**src/rtl/i2c_reg_ctrl_if.sv**
```systemverilog
// Bus bundle between the i2c slave / LED refresh engine and the register controller.
// slave modport: the register controller. master modport: whoever drives i2c bytes and reads.
interface i2c_reg_ctrl_if;
    logic [7:0] i2c_addr;
    logic [7:0] i2c_data;
    logic       i2c_valid;
    logic       i2c_start;
    logic       i2c_stop;
    logic       rd_req;
    logic [7:0] rd_addr;
    logic [7:0] rd_data;
    logic       rd_valid;
    logic       update;
    logic       addr_err;
    logic       overrun;

    modport slave (
        input  i2c_addr,
        input  i2c_data,
        input  i2c_valid,
        input  i2c_start,
        input  i2c_stop,
        input  rd_req,
        input  rd_addr,
        output rd_data,
        output rd_valid,
        output update,
        output addr_err,
        output overrun
    );

    modport master (
        output i2c_addr,
        output i2c_data,
        output i2c_valid,
        output i2c_start,
        output i2c_stop,
        output rd_req,
        output rd_addr,
        input  rd_data,
        input  rd_valid,
        input  update,
        input  addr_err,
        input  overrun
    );
endinterface

```
**src/rtl/i2c_reg_ctrl.sv**
```systemverilog
// i2c_reg_ctrl: turns i2c slave bytes into addressed writes of the LED register bank and
// shares the bank with the refresh engine's read port. A 1-deep pending buffer decouples byte
// capture from the bank; a small IDLE/WR/RD FSM serialises writes and reads.
// Build option: define I2C_REG_AUTOINC_EN to make successive bytes of a frame target
// consecutive addresses (burst writes); otherwise every byte hits the frame's start address.
module i2c_reg_ctrl #(
    parameter int unsigned NUM_REGS = 16,
    parameter logic [7:0]  RST_VAL  = 8'h00
) (
    input  logic          clk,
    input  logic          reset,
    i2c_reg_ctrl_if.slave bus
);
    localparam int unsigned AW = (NUM_REGS > 1) ? $clog2(NUM_REGS) : 1;

    typedef enum logic [1:0] {
        StIdle = 2'd0,
        StWr   = 2'd1,
        StRd   = 2'd2
    } state_t;

    state_t     r_state;
    state_t     w_state_nxt;

    logic       r_valid_q;
    logic       r_first;
    logic [7:0] r_ptr;
    logic       r_pend;
    logic [7:0] r_pend_addr;
    logic [7:0] r_pend_data;

    logic       r_dirty;
    logic       r_stop_seen;
    logic       r_addr_err;
    logic       r_overrun;
    logic       r_update;
    logic       r_rd_valid;
    logic [7:0] r_rd_data;

    logic [7:0] r_regs [NUM_REGS];

    logic       w_rise;
    logic       w_first;
    logic [7:0] w_tgt;
    logic       w_wr_en;
    logic       w_rd_en;
    logic       w_wr_in_range;
    logic [7:0] w_rd_word;
    logic       w_service;
    logic       w_fire;

    // Byte-edge detect, target address selection and write/read qualifiers
    always_comb begin
        w_rise  = bus.i2c_valid & ~r_valid_q;
        // A START in the same cycle as a byte still makes that byte the frame's first
        w_first = r_first | bus.i2c_start;
`ifdef I2C_REG_AUTOINC_EN
        w_tgt   = w_first ? bus.i2c_addr : r_ptr + 8'd1;
`else
        w_tgt   = w_first ? bus.i2c_addr : r_ptr;
`endif
        w_wr_en       = (r_state == StWr);
        w_rd_en       = (r_state == StRd);
        w_wr_in_range = ({24'd0, r_pend_addr} < NUM_REGS);
        // STOP is serviced only once nothing of the frame is still in flight
        w_service     = r_stop_seen & ~r_pend & (r_state != StWr);
        // A START arriving first turns the STOP into a repeated start: no update
        w_fire        = w_service & r_dirty & ~bus.i2c_start;
    end

    // Read mux; addresses outside the bank read as zero
    always_comb begin
        w_rd_word = 8'h00;
        for (int i = 0; i < NUM_REGS; i++) begin
            if (bus.rd_addr == 8'(i)) begin
                w_rd_word = r_regs[i];
            end
        end
    end

    // Byte capture into the pending buffer and frame pointer tracking
    always_ff @(posedge clk or posedge reset) begin
        if (reset) begin
            r_valid_q   <= 1'b0;
            r_first     <= 1'b1;
            r_ptr       <= 8'h00;
            r_pend      <= 1'b0;
            r_pend_addr <= 8'h00;
            r_pend_data <= 8'h00;
        end else begin
            r_valid_q <= bus.i2c_valid;
            if (bus.i2c_start) begin
                r_first <= 1'b1;
            end
            if (w_rise) begin
                // A byte landing while a WR drains the slot reloads it; the old one still commits
                r_pend      <= 1'b1;
                r_pend_addr <= w_tgt;
                r_pend_data <= bus.i2c_data;
                r_ptr       <= w_tgt;
                r_first     <= 1'b0;
            end else if (w_wr_en) begin
                r_pend <= 1'b0;
            end
        end
    end

    // FSM state register
    always_ff @(posedge clk or posedge reset) begin
        if (reset) begin
            r_state <= StIdle;
        end else begin
            r_state <= w_state_nxt;
        end
    end

    // FSM next state: writes win over reads, a read waiting behind a write goes next
    always_comb begin
        w_state_nxt = r_state;
        unique case (r_state)
            StIdle: begin
                if (r_pend || w_rise) begin
                    w_state_nxt = StWr;
                end else if (bus.rd_req && !r_rd_valid) begin
                    // rd_req may still be high in the completion cycle; do not re-issue
                    w_state_nxt = StRd;
                end
            end
            StWr:    w_state_nxt = bus.rd_req ? StRd : StIdle;
            StRd:    w_state_nxt = StIdle;
            default: w_state_nxt = StIdle;
        endcase
    end

    // Register bank
    always_ff @(posedge clk or posedge reset) begin
        if (reset) begin
            for (int i = 0; i < NUM_REGS; i++) begin
                r_regs[i] <= RST_VAL;
            end
        end else if (w_wr_en && w_wr_in_range) begin
            r_regs[r_pend_addr[AW-1:0]] <= r_pend_data;
        end
    end

    // Read port: data and completion strobe registered at the end of the RD cycle
    always_ff @(posedge clk or posedge reset) begin
        if (reset) begin
            r_rd_valid <= 1'b0;
            r_rd_data  <= 8'h00;
        end else begin
            r_rd_valid <= w_rd_en;
            if (w_rd_en) begin
                r_rd_data <= w_rd_word;
            end
        end
    end

    // Frame status: dirty/stop tracking, update pulse and sticky error flags
    always_ff @(posedge clk or posedge reset) begin
        if (reset) begin
            r_dirty     <= 1'b0;
            r_stop_seen <= 1'b0;
            r_addr_err  <= 1'b0;
            r_overrun   <= 1'b0;
            r_update    <= 1'b0;
        end else begin
            r_update <= w_fire;

            if (bus.i2c_start) begin
                r_stop_seen <= 1'b0;
            end else if (bus.i2c_stop) begin
                r_stop_seen <= 1'b1;
            end else if (w_service) begin
                r_stop_seen <= 1'b0;
            end

            // START opens a new frame, so it overrides anything the old frame's last write set
            if (bus.i2c_start) begin
                r_dirty <= 1'b0;
            end else if (w_fire) begin
                r_dirty <= 1'b0;
            end else if (w_wr_en && w_wr_in_range) begin
                r_dirty <= 1'b1;
            end

            if (bus.i2c_start) begin
                r_addr_err <= 1'b0;
            end else if (w_wr_en && !w_wr_in_range) begin
                r_addr_err <= 1'b1;
            end

            if (bus.i2c_start) begin
                r_overrun <= 1'b0;
            end else if (w_rise && r_pend) begin
                r_overrun <= 1'b1;
            end
        end
    end

    // Output drive
    assign bus.rd_data  = r_rd_data;
    assign bus.rd_valid = r_rd_valid;
    assign bus.update   = r_update;
    assign bus.addr_err = r_addr_err;
    assign bus.overrun  = r_overrun;

endmodule

```
**src/flat_wrapper.sv**
```systemverilog
// flat-port wrapper written by rule: the top's interface ports become plain ports
module i2c_reg_ctrl_flat 
#(
    parameter int unsigned NUM_REGS = 16,
    parameter logic [7:0]  RST_VAL  = 8'h00
)
  (clk, reset, bus_i2c_addr, bus_i2c_data, bus_i2c_valid, bus_i2c_start, bus_i2c_stop, bus_rd_req, bus_rd_addr, bus_rd_data, bus_rd_valid, bus_update, bus_addr_err, bus_overrun);
  i2c_reg_ctrl_if bus_i ();
  input  logic clk;
  input  logic reset;
  input wire logic [$bits(bus_i.i2c_addr)-1:0] bus_i2c_addr;
  input wire logic [$bits(bus_i.i2c_data)-1:0] bus_i2c_data;
  input wire logic [$bits(bus_i.i2c_valid)-1:0] bus_i2c_valid;
  input wire logic [$bits(bus_i.i2c_start)-1:0] bus_i2c_start;
  input wire logic [$bits(bus_i.i2c_stop)-1:0] bus_i2c_stop;
  input wire logic [$bits(bus_i.rd_req)-1:0] bus_rd_req;
  input wire logic [$bits(bus_i.rd_addr)-1:0] bus_rd_addr;
  output wire logic [$bits(bus_i.rd_data)-1:0] bus_rd_data;
  output wire logic [$bits(bus_i.rd_valid)-1:0] bus_rd_valid;
  output wire logic [$bits(bus_i.update)-1:0] bus_update;
  output wire logic [$bits(bus_i.addr_err)-1:0] bus_addr_err;
  output wire logic [$bits(bus_i.overrun)-1:0] bus_overrun;
  assign bus_i.i2c_addr = bus_i2c_addr;
  assign bus_i.i2c_data = bus_i2c_data;
  assign bus_i.i2c_valid = bus_i2c_valid;
  assign bus_i.i2c_start = bus_i2c_start;
  assign bus_i.i2c_stop = bus_i2c_stop;
  assign bus_i.rd_req = bus_rd_req;
  assign bus_i.rd_addr = bus_rd_addr;
  assign bus_rd_data = bus_i.rd_data;
  assign bus_rd_valid = bus_i.rd_valid;
  assign bus_update = bus_i.update;
  assign bus_addr_err = bus_i.addr_err;
  assign bus_overrun = bus_i.overrun;
  i2c_reg_ctrl #(.NUM_REGS(NUM_REGS), .RST_VAL(RST_VAL)) u_core (.clk(clk), .reset(reset), .bus(bus_i));
endmodule
```
**config.mk**
```make
export PLATFORM = sky130hd
export DESIGN_NAME = i2c_reg_ctrl_flat
export DESIGN_NICKNAME = d
export VERILOG_FILES = /design/src/rtl/i2c_reg_ctrl_if.sv /design/src/rtl/i2c_reg_ctrl.sv /design/src/flat_wrapper.sv
export SDC_FILE = /design/constraint.sdc
export NUM_CORES = 1
export LEC_CHECK = 0
export CAP_MARGIN = 10
export CORE_ASPECT_RATIO = 0.6
export CORE_MARGIN = 3
export CORE_UTILIZATION = 45
export CTS_CLUSTER_SIZE = 10
export DETAILED_ROUTE_END_ITERATION = 10
export GPL_TIMING_DRIVEN = 0
export REMOVE_ABC_BUFFERS = 1
export SYNTH_ARGS = -nofsm -noshare
export SYNTH_HDL_FRONTEND = slang
export SYNTH_SLANG_ARGS = --single-unit
```
**constraint.sdc**
```tcl
create_clock -name clk -period 10.7 [get_ports clk]
set_input_delay 1.07 -clock clk [delete_from_list [all_inputs] [get_ports clk]]
set_output_delay 1.07 -clock clk [all_outputs]
set_load 0.05 [all_outputs]
```
==> metrics.csv <==
stage,metric,value,unit
status,status,finished clean,
sta,fmax,0.273,GHz
yosys,"top cells by area, synth","dfrtp_1, mux2_2, mux4_2, mux2i_1, a21oi_1",
yosys,post-synthesis sequential area ratio,53.9,%
global_route,vias in the first global route,5071,
die,Die X,173,um
place,Final HPWL DP,12800,um
clock_tree,CTS Hold Buffers Added,0,
cells_and_area,fraction of layout cells with a size suffix above 1,34.7,%
critical_path,"Max FO, Critical Path",28,
critical_path,"Critical Path, Cell by Cell",clkdlybuf4s50_1 > inv_1 > a221oi_1 > a31oi_1 > a31oi_1 > o21ai_0,
yosys,#FFs+latches synth,163,
clock_tree,clk slew on worst S/H paths,0.07,ns
place,Area after DPL,0.00818,sq mm
sta,Slew headroom,25.2,%
routing,via count,4939,
critical_path,CP peak stage delay,1.21,ns
sta,RSZ-0062 raised after global routing,no,
place,DP Worst Slack,6.63,ns
cells_and_area,# fillers,1390,
clock_tree,CTS HTree Levels,4,
routing,DRC Markers,0,
yosys,top-area cell type share of the netlist area,53.5,%
cells_and_area,Non-Filler Instances,854,
cells_and_area,Util after Layout,53.7,%
critical_path,element type at the critical path end,register,
yosys,post-synthesis cell count,584,
clock_tree,worst skew pair latency,0.43,ns
cells_and_area,Layout area overhead,15.9,%
routing,initial DRC count,486,
global_route,grt ovf,0,
place,Placed Cells,822,
min_path,Hold Crit Class,register to register,
power,worst vdd ir,82.5,uV
sta,"Hold Violations, Final",0,
cells_and_area,# diodes,0,
yosys,Synth Flop Type,dfrtp_1,
routing,DR pass1 iterations,5,
cells_and_area,Post-Layout Inst Area,0.00878,sq mm
critical_path,Critical Path Start Type,primary input,
routing,vias per std cell,5.78,
place,Final GP Congestion,0.869,
sta,final worst path period share,34.2,%
routing,Wirelength per Cell,22.6,um
sta,final worst setup slack,7.04,ns
die,IO Count,42,
global_route,initial antenna violation count,0,
sta,Max Transition Viols Final,0,
sta,actual slew at the worst max-slew pin,1.12,ns
yosys,most numerous cell in the Yosys netlist,dfrtp_1,
clock_tree,maximum clock path buffer count,2,
routing,antenna-violating nets left,0,
yosys,"Distinct cells, synth",56,
run,MaxCap Viol Count,0,
critical_path,CP max stage cell,clkdlybuf4s50_1,
sta,final worst path period need,3.66,ns
critical_path,Worst EP required,11.00,ns
die,Starting Density,46.3,%
yosys,Post-synth EDFFs,0,
place,IO Port Bufs,41,
power,Lkg Pwr,4.00,nW
yosys,cell area after synthesis,0.00757,sq mm
die,die area,0.0185,sq mm
power,Power Dens Cells,193,mW/mm^2
clock_tree,postcts setup bufs,0,
global_route,first-pass GRT wire length,30500,um
yosys,"top cells by count, synth","dfrtp_1, mux2_2, a21oi_1",
global_route,GRT Util Overall,21.9,%
critical_path,crit path DAT,3.96,ns
critical_path,WS Path Type,primary input to register,
sta,final setup fails,0,
routing,final wirelength,19300,um
yosys,ys async rst share,100,%
sta,post-route setup TNS,0,ns
yosys,cell taking the most area after synthesis,dfrtp_1,
clock_tree,Root Buffer,clkbuf_16,
die,cell row count,36,
sta,skew final,0.0107,ns
yosys,Yosys warnings,0,
power,total power,1.69,mW
clock_tree,CTS tree,done,
critical_path,"Top cell by count, worst path",a31oi_1,
die,height of the die,106,um
die,core area,0.0164,sq mm
yosys,Syn Area/Cell,13.0,sq um
global_route,largest net degree at the start of global routing,134,
cells_and_area,Post-layout nets,643,
clock_tree,Num CTS Buffers,17,
clock_tree,TritonCTS Sinks,163,
sta,worst hold slack,0.487,ns
clock_tree,PostCTS Resize Cnt,0,
## per-layer routing
layer / GRT usage [%] / part of all wire, %
met1: 33.2 / 50
met2: 31.7 / 43
met3: 5.21 / 5.5
met4: 5.03 / 1.4
met5: 0 / 0
## cell usage in the layout, fill, tap and decap left out, types with 4 or more instances in the layout
master / count
a21oi_1: 23
a22oi_1: 4
a31oi_1: 5
and3_1: 5
clkbuf_16: 17
clkdlybuf4s50_1: 39
clkinvlp_4: 4
dfrtp_1: 162
inv_1: 10
mux2_2: 148
mux2i_1: 14
mux4_2: 11
nand2_1: 15
nand2_2: 6
nand2b_1: 9
nand3_1: 6
nor2_1: 21
nor2_2: 6
nor2b_1: 10
nor3_1: 10
nor3b_1: 5
o21ai_0: 21
o31ai_1: 4
## layout make-up
type	count	area, sq um	area share [%]
multi-input cells	375	3290	37.5
clock inverters	13	161	1.84
flip-flops and latches	163	4080	46.5
inverters	11	48.8	0.556
well taps	228	285	3.25
repair buffers	45	475	5.42
clock buffers	19	433	4.93
## path summary, 6_finish.rpt
kind,start,end,slack (ns),cells past startpoint
min in group asynchronous,reset,u_core.r_regs[109],1.00,2
max,bus_rd_addr[2],u_core.bus.rd_data[4],7.04,6
max in group asynchronous,reset,u_core.r_regs[58],8.78,3
min reg2reg,u_core.r_state[0],u_core.r_state[0],0.49,1
min,u_core.r_state[0],u_core.r_state[0],0.49,1
max reg2reg,u_core.r_ptr[7],u_core.r_regs[9],8.12,5
## flip-flops by register name, indices dropped and copies added (netlist names)
name	cells
u_core.r_pend	1
u_core.bus.addr_err	1
u_core.r_pend_data	8
u_core.r_regs	128
u_core.r_valid_q	1
u_core.r_state	2
u_core.r_stop_seen	1
u_core.bus.rd_data	8
u_core.bus.overrun	1
u_core.r_ptr	8
u_core.r_first	1
u_core.bus.rd_valid	1
u_core.r_dirty	1
u_core.bus.update	1
## power by group
group / leakage (nW) / switching, mW / internal (mW)
clock: 0.279 / 0.254 / 0.367
combinational: 1.52 / 0.141 / 0.132
sequential: 2.20 / 0.0860 / 0.714
total: 4.00 / 0.482 / 1.21
## worst max-delay path: cells and delay by family
family	cells	cell delay, ns
compound gates	4	1.08
buf+inv	2	1.80
## kinds of logic after synthesis
| kind of cell | Yosys count | share of synthesized area [%] |
|---|---|---|
| simple gates | 112 | 8.56 |
| flops | 163 | 53.9 |
| buf+inv | 46 | 2.68 |
| compound gates | 90 | 7.73 |
| mux | 173 | 27.1 |
No activity file was read; power rests on OpenSTA's default activity.
